`src/rtl/svi_field_wr_arbiter.sv`:
```
// Round-robin arbiter owning the shared z/y/x field register.
// Requesters issue masked writes; a lock gives one requester atomic multi-beat access.
module svi_field_wr_arbiter #(
   parameter int             N_REQ    = 4,
   parameter int             W        = 3,
   parameter logic [W-1:0]   RST_VAL  = '0,
   parameter int             LOCK_MAX = 8
) (
   input  logic                     i_clk,
   input  logic                     i_arst,
   input  logic                     i_srst,
   input  logic [N_REQ-1:0]         i_valid,
   input  logic [N_REQ-1:0]         i_lock,
   input  logic [N_REQ*W-1:0]       i_data,
   input  logic [N_REQ*W-1:0]       i_mask,
   output logic [N_REQ-1:0]         o_ready,
   output logic [W-1:0]             o_fields,
   output logic [$clog2(N_REQ)-1:0] o_owner,
   output logic                     o_locked,
   output logic                     o_timeout
);

   localparam int PW = $clog2(N_REQ);
   localparam int CW = (LOCK_MAX > 1) ? $clog2(LOCK_MAX) : 1;
   localparam logic [CW-1:0] CNT_LAST = CW'(LOCK_MAX - 1);

   typedef enum logic {
      ST_ARB,
      ST_LOCKED
   } state_t;

   state_t          state_q, state_d;
   logic [PW-1:0]   ptr_q, ptr_d;
   logic [PW-1:0]   owner_q, owner_d;
   logic [CW-1:0]   cnt_q, cnt_d;
   logic [W-1:0]    fields_q, fields_d;
   logic            timeout_q, timeout_d;

   logic            gnt_found;
   logic [PW-1:0]   gnt_idx;
   logic [N_REQ-1:0] ready;
   logic            acc;
   logic [PW-1:0]   acc_idx;
   logic [W-1:0]    acc_data;
   logic [W-1:0]    acc_mask;

   function automatic logic [PW-1:0] wrap_inc(input logic [PW-1:0] v);
      if (int'(v) == N_REQ - 1) begin
         return '0;
      end
      return v + 1'b1;
   endfunction

   // Scan from ptr upward, wrapping at N_REQ; first valid requester wins.
   always_comb begin
      gnt_found = 1'b0;
      gnt_idx   = '0;
      for (int k = 0; k < N_REQ; k++) begin
         int            j;
         logic [PW-1:0] jj;
         j = int'(ptr_q) + k;
         if (j >= N_REQ) begin
            j = j - N_REQ;
         end
         jj = PW'(j);
         if (!gnt_found && i_valid[jj]) begin
            gnt_found = 1'b1;
            gnt_idx   = jj;
         end
      end
   end

   always_comb begin
      state_d   = state_q;
      ptr_d     = ptr_q;
      owner_d   = owner_q;
      cnt_d     = cnt_q;
      timeout_d = 1'b0;
      ready     = '0;
      acc       = 1'b0;
      acc_idx   = '0;

      if (i_srst) begin
         state_d = ST_ARB;
         ptr_d   = '0;
         owner_d = '0;
         cnt_d   = '0;
      end else begin
         unique case (state_q)
            ST_ARB: begin
               if (gnt_found) begin
                  ready[gnt_idx] = 1'b1;
                  acc            = 1'b1;
                  acc_idx        = gnt_idx;
                  ptr_d          = wrap_inc(gnt_idx);
                  if (i_lock[gnt_idx]) begin
                     state_d = ST_LOCKED;
                     owner_d = gnt_idx;
                     cnt_d   = '0;
                  end
               end
            end
            ST_LOCKED: begin
               cnt_d          = cnt_q + 1'b1;
               ready[owner_q] = i_valid[owner_q];
               acc            = i_valid[owner_q];
               acc_idx        = owner_q;
               // An explicit release wins over a timeout in the same cycle.
               if (acc && !i_lock[owner_q]) begin
                  state_d = ST_ARB;
                  owner_d = '0;
                  cnt_d   = '0;
               end else if (cnt_q == CNT_LAST) begin
                  state_d   = ST_ARB;
                  owner_d   = '0;
                  cnt_d     = '0;
                  timeout_d = 1'b1;
               end
            end
            default: begin
               state_d = ST_ARB;
            end
         endcase
      end
   end

   assign acc_data = i_data[int'(acc_idx)*W +: W];
   assign acc_mask = i_mask[int'(acc_idx)*W +: W];

   always_comb begin
      fields_d = fields_q;
      if (i_srst) begin
         fields_d = RST_VAL;
      end else if (acc) begin
         fields_d = (fields_q & ~acc_mask) | (acc_data & acc_mask);
      end
   end

   always_ff @(posedge i_clk or posedge i_arst) begin
      if (i_arst) begin
         state_q   <= ST_ARB;
         ptr_q     <= '0;
         owner_q   <= '0;
         cnt_q     <= '0;
         fields_q  <= RST_VAL;
         timeout_q <= 1'b0;
      end else begin
         state_q   <= state_d;
         ptr_q     <= ptr_d;
         owner_q   <= owner_d;
         cnt_q     <= cnt_d;
         fields_q  <= fields_d;
         timeout_q <= timeout_d;
      end
   end

   assign o_ready   = ready;
   assign o_fields  = fields_q;
   assign o_owner   = owner_q;
   assign o_locked  = (state_q == ST_LOCKED);
   assign o_timeout = timeout_q;

endmodule

```
`config.mk`:
```
export PLATFORM = sky130hd
export DESIGN_NAME = svi_field_wr_arbiter
export DESIGN_NICKNAME = d
export VERILOG_FILES = /design/src/rtl/svi_field_wr_arbiter.sv
export SDC_FILE = /design/constraint.sdc
export NUM_CORES = 1
export LEC_CHECK = 0
export CAP_MARGIN = 40
export CORE_MARGIN = 4
export CORE_UTILIZATION = 32
export CTS_BUF_LIST = sky130_fd_sc_hd__clkbuf_16
export DETAILED_ROUTE_END_ITERATION = 10
export GPL_TIMING_DRIVEN = 1
export PLACE_DENSITY_LB_ADDON = 0.12
export SKIP_CTS_REPAIR_TIMING = 1
export SLEW_MARGIN = 10
export SYNTH_ARGS = -nofsm -noshare
export SYNTH_HDL_FRONTEND = slang
export SYNTH_SLANG_ARGS = --single-unit
```
`constraint.sdc`:
```
create_clock -name i_clk -period 6.2 [get_ports i_clk]
set_input_delay 1.86 -clock i_clk [delete_from_list [all_inputs] [get_ports i_clk]]
set_output_delay 1.86 -clock i_clk [all_outputs]
set_load 0.05 [all_outputs]
```
==> impl_metrics.ini <==
[timing]
setup_viol = 0
final.setup.tns_ns = 0
rsz0062_at_grt = false
period_share_pct = 91.9
relSlewSlack_pct = 63.8
fin_skew_ns = 0.00282
tightest_slew_ns = 0.543
fmax_ghz = 0.176
fin_crit_ns = 5.70
whs_ns = 0.530
slew_violations = 0
hold_viol_final = 0

[die]
floorplan.die_area_um2 = 5010
die_h_um = 70.8
rows = 22
die_w_um = 70.8
core_um2 = 3740
start_util_pct = 33.7
io_pins = 46

[run_status]
outcome = finished clean

[global_routing]
antenna_found_initial = 0
grt_use_met3_pct = 3.98
track_usage_pct = 15.3
grt_pass1_vias = 1368
grt.met2_usage_pct = 24.0
grt_pass1_wl_um = 6440
grt-ovfl-total = 0
busiest_layer = met2
use_met1_pct = 21.0
grt_max_degree = 20

[pwr]
p_per_area_nw_per_um2 = 326
p_leak_nw = 0.718
totalPowerFinal_uw = 607
ir_drop_uv = 177

[layout]
area_growth_pct = 47.5
fin_cells = 244
seq_area_um2 = 300
final_cell_mix = clkdlybuf4s50_1, nand2_1, dfrtp_1
fin_area_um2 = 1860
final_common_cell = clkdlybuf4s50_1
final_nets = 238
drive_gt1_share_pct = 11.2
multi_input_area_um2 = 927
antenna_cells = 0
n_fill_cell = 397

[synth]
synth_top_family_by_area = simple AND/OR/NAND/NOR gates
synth-edff-count = 0
synth-compound-area-share_pct = 24.9
synth_flop_cell = dfrtp_1
synth.area.mux_share_pct = 11.6
synth-simple-area-share_pct = 31.1
synth_xor_xnor_area_share_pct = 0
syn_inst = 149
ys_types = 43
synth_top_cell_area_share_pct = 23.8
syn-num-nets = 190
syn_area_per_cell_um2 = 8.46
yosys-top-cells-area = dfrtp_1, mux2i_1, ha_1
ys_seq_elements = 12
netlist_area_um2 = 1260
synth-adder-area-share_pct = 5.95
seq_area_frac_synth_pct = 23.8
yosys.area.top_type = dfrtp_1
async_flop_share_pct = 100
synth.yosys.warnings = 0

[route]
dr_total_vias = 1362
wire_per_inst_um = 15.0
via_per_inst = 5.58
routed_wl_um = 3670
dr.pass1.iters = 4
drt_iter0_markers = 94
final_antenna_net_count = 0
drc = 0

[setup_path]
worst-path-max-fanout = 11
cp_data_required_time_ns = 4.34
end_kind = primary output
cp_slowest_cell = clkdlybuf4s50_1
crit_chain = clkdlybuf4s50_1 > nor2b_1 > nor4_1 > or2_4 > inv_4 > ha_1 > a32oi_1 > nor2_1 > buf_12
critPathLaunchType = input pin
cp_slowest_stage_delay_ns = 0.59
criticalPathCategory = in2out
critPathArrivalTime_ns = 3.84

[place]
place_inst = 240
portBuffers = 45
routabilityCongestion = 0.874
dpl_cell_area_um2 = 1780
hpwl_um = 3020

[clocking]
htree_levels = 1
clockBufferDepth = 2
cts-buffers-inserted = 3
cts_tree = done
numClockSinks = 12
cts_root_buf = clkbuf_16
path_clk_slew_ns = 0.04
clk_latency_ns = 0.24

[min_path]
hp-class = reg2reg

[job]
drv_cap = 0
## Yosys cell counts, types with 4 or more instances
library cell / instances
a21oi_1: 7
dfrtp_1: 12
ha_1: 6
inv_1: 4
mux2_2: 5
mux2i_1: 9
nand2_1: 18
nand2b_1: 6
nand3_1: 4
nor2_1: 10
nor2b_1: 10
o211ai_1: 5
o21ai_0: 4
or4_1: 4
## cells by family (layout without fill, tap and decap cells)
family,count (synthesis),after routing
and+or+nand+nor,70,70
AOI/OAI and AO/OA,39,39
muxes,14,14
DFF,12,12
buffers and inverters,8,55
adders and majority gates,6,6
## where the power goes
group | internal (mW) | leakage (nW) | switching (mW) | total [mW]
Sequential | 0.0988 | 0.161 | 0.0401 | 0.139
Combinational | 0.148 | 0.518 | 0.201 | 0.349
Clock | 0.0850 | 0.0385 | 0.0340 | 0.119
## cell type report
type	count	share of cell area [%]
Multi-Input combinational cell	129	49.8
Inverter	5	1.14
Clock inverter	1	0.202
Timing Repair Buffer	46	25.4
Clock buffer	3	4.03
Sequential cell	12	16.1
Tap cell	48	3.23
## per-stage QoR
stage | setup slack (ns) | util [%]
after global placement | 0.630 | 47.6
after global routing | 0.339 | 49.7
after detailed placement | 0.518 | 47.6
after CTS | 0.514 | 49.7
after floorplan | 0.944 | -
final | 0.504 | 49.7
## metal layers
| layer | part of all wire [%] | routed length, um |
|---|---|---|
| met4 | 1.5 | 55 |
| met1 | 43 | 1600 |
| met5 | 0 | 0 |
| met3 | 6.6 | 244 |
| met2 | 48 | 1780 |
## critical path: cells and delay by family
kind	cells	cell delay, ns
AO/OA/AOI/OAI	1	0.06
AND/OR/NAND/NOR	4	0.87
adder cells (fa/ha/maj)	1	0.17
buffers and inverters	3	0.88
## flip-flops by register name, indices dropped and copies added, names as in the netlist
signal,flops
cnt_q,3
o_fields,3
o_owner,2
ptr_q,2
o_locked,1
o_timeout,1
## worst paths after layout
check	slack (ns)	depth (start not counted)	endpoint	start
max in group asynchronous	3.93	2	o_owner[1]	i_arst
max reg2reg	4.13	6	o_fields[0]	o_locked
max	0.50	9	o_ready[0]	i_valid[0]
min in group asynchronous	1.94	2	o_fields[1]	i_arst
min	0.53	1	cnt_q[1]	cnt_q[1]
min reg2reg	0.53	1	cnt_q[1]	cnt_q[1]
Note: power is estimated with default switching activity, not from simulation.
==> RTL edit: new RTL, same settings <==
Register the output `o_timeout` once more; this adds one clock of latency there. The other outputs are not delayed to match.
--- a/src/rtl/svi_field_wr_arbiter.sv
+++ b/src/rtl/svi_field_wr_arbiter.sv
@@ -160,3 +160,5 @@
    assign o_locked  = (state_q == ST_LOCKED);
-   assign o_timeout = timeout_q;
+   always_ff @(posedge i_clk) begin
+      o_timeout <= timeout_q;
+   end
 
Check against the original RTL: not equivalent (a bounded check fails within 10 cycles, from zero or initial values and one cycle with i_arst high).
==> RTL edit against the original RTL <==
  * Cell count fell by 1.6%
  * Global-route usage fell by 1.0 points
  * Worst setup slack worse by 220 ps
  * Wire length up 3.9%
  * Critical path depth did not move
  * Sequential power up 3%
  * Synthesized cell count down 0.67%
  * Cell area fell by 0.34%
  * Area after synthesis rose by 2.4%
  * Power grew 10%
  * Sequential cell count is 1 higher
==> RTL edit: results (changes against the original RTL) <==
The ratio of routed vias to standard cells is 5.51 (-1.2%), and the via count of the first global-routing pass is 1306 (-4.5%). Type of the worst min-delay path: reg2reg. The logs give 6090 um (-5.4%) for the first-pass GRT wire length and 50 (+16%) for the number of library cell types mapped by synthesis. The source-to-sink clock delay at the later pin of the worst-skew pair was 230 ps. The logs give 0.000303 W (+10%) for the switching power and 24.8% (+1.0 points) for the portion of the post-synthesis area used by sequential elements. The tools report the pin count of the biggest net entering global routing as 16 (-20%).

The normalized max-slew margin was 53.2% (-11 points); the leakage component of the power was 0.784 nW (+9.2%). For the number of nets in the layout, the log shows 234 (-1.7%). Sorting the synthesized cells by area gives the leading types as sky130_fd_sc_hd__dfrtp_1, sky130_fd_sc_hd__mux2i_1, sky130_fd_sc_hd__ha_1. For the HPWL after detailed placement, the log shows 3160 um (+4.8%).

The run finished with clean final reports. In the synthesized netlist the dominant register cell turns out to be sky130_fd_sc_hd__dfrtp_1. Placer's final routability congestion estimate: 0.900 (+3.0%). The run gives 3 (unchanged) as the number of CTS-inserted buffers.

After synthesis, the most frequently instantiated cells are sky130_fd_sc_hd__nor2_1, sky130_fd_sc_hd__dfrtp_1, sky130_fd_sc_hd__nand2_1. The CTS H-tree depth is 1 (unchanged), and the average wire per cell in the routed design is 15.9 um (+5.7%). The net count after synthesis was 189 (-0.53%).

The share of cells above drive strength 1 was 12.5% (+1.3 points). The clock skew is 1.22 ps (-1.60 ps). The number of port buffers was 45 (unchanged); the global routing usage summed across all routing layers was 14.2% (-1.0 points). The proportion of register bits with asynchronous set or reset after synthesis is 92.3% (-7.7 points). The register clock-pin slew on the reported worst setup and hold paths was 40 ps (about the same).

The logs give 60 (-36%) for the iteration-0 DRC count of the detailed router and 350 (-12%) for the filler cell count. The initial antenna violation count was 0 (unchanged); the largest driver fanout on the critical path was 8 (-3). The buffer depth of the longest clock path is 2 (unchanged). The maximum vdd ir drop is 0.257 mV (+46%).
## RTL edit: worst paths after layout
kind	start	depth (start not counted)	slack (ps)	endpoint
worst min-delay path	timeout_q$_DFF_PP0_	0	340	o_timeout$_DFF_P_
worst max-delay path	i_valid[2]	9	280	o_ready[2]
worst max register to register	ptr_q[1]$_DFFE_PP0P_	6	3710	o_fields[0]$_DFFE_PP0P_
worst min register to register	timeout_q$_DFF_PP0_	0	340	o_timeout$_DFF_P_
max in group asynchronous	i_arst	2	3980	ptr_q[0]$_DFFE_PP0P_
min in group asynchronous	i_arst	2	1920	timeout_q$_DFF_PP0_
## RTL edit: cell type report
cell class / instances / area [um^2] / share of cell area, %
Inverter: 10 / 37.5 / 2.02
Tap cell: 48 / 60.1 / 3.24
Clock inverter: 1 / 3.75 / 0.202
Multi-Input combinational cell: 120 / 880 / 47.4
Timing Repair Buffer: 45 / 478 / 25.8
Sequential cell: 13 / 320 / 17.3
Clock buffer: 3 / 75.1 / 4.05
## RTL edit: through the flow
stage	cell area (um^2)	cells	util [%]	worst slack [ps]
detailed placement	1780	236	47.1	333
global placement	1780	236	47.1	490
global route	1850	240	49.2	102
CTS	1850	240	49.2	328
floorplan	1290	148	-	803
finish	1850	240	49.2	284
## RTL edit: logic make-up after synthesis
logic type,share of synthesized area [%]
AOI/OAI and AO/OA,27.3
adders and majority gates,5.81
buffers and inverters,7.07
DFF,24.8
muxes,11.4
and+or+nand+nor,23.5
## RTL edit: routing by layer
layer  global-route usage [%]  wire (um)
met4                     3.97         24
met5                        0          0
met3                     2.10        271
met1                     18.8       1680
met2                     24.1       1840
## RTL edit: worst max-delay path, cell delays in order
cell and delay, ps:
sky130_fd_sc_hd__clkdlybuf4s50_1 620, sky130_fd_sc_hd__nand2b_1 130, sky130_fd_sc_hd__a21oi_1 410, sky130_fd_sc_hd__nor2_1 150
sky130_fd_sc_hd__inv_1 220, sky130_fd_sc_hd__ha_1 180, sky130_fd_sc_hd__nand2_1 50, sky130_fd_sc_hd__a21oi_1 250
sky130_fd_sc_hd__buf_12 180
## RTL edit: power by group through the flow
| stage | registers (W) | clock network, W | logic (W) |
|---|---|---|---|
| 2_1_floorplan | 0.000172 | 0 | 0.000259 |
| 5_1_grt | 0.000147 | 0.000121 | 0.000441 |
| 3_5_place_dp | 0.000143 | 0 | 0.000409 |
| 6_report | 0.000143 | 0.000114 | 0.000411 |
| 3_3_place_gp | 0.000141 | 0 | 0.000405 |
| 4_1_cts | 0.000142 | 0.000117 | 0.000410 |
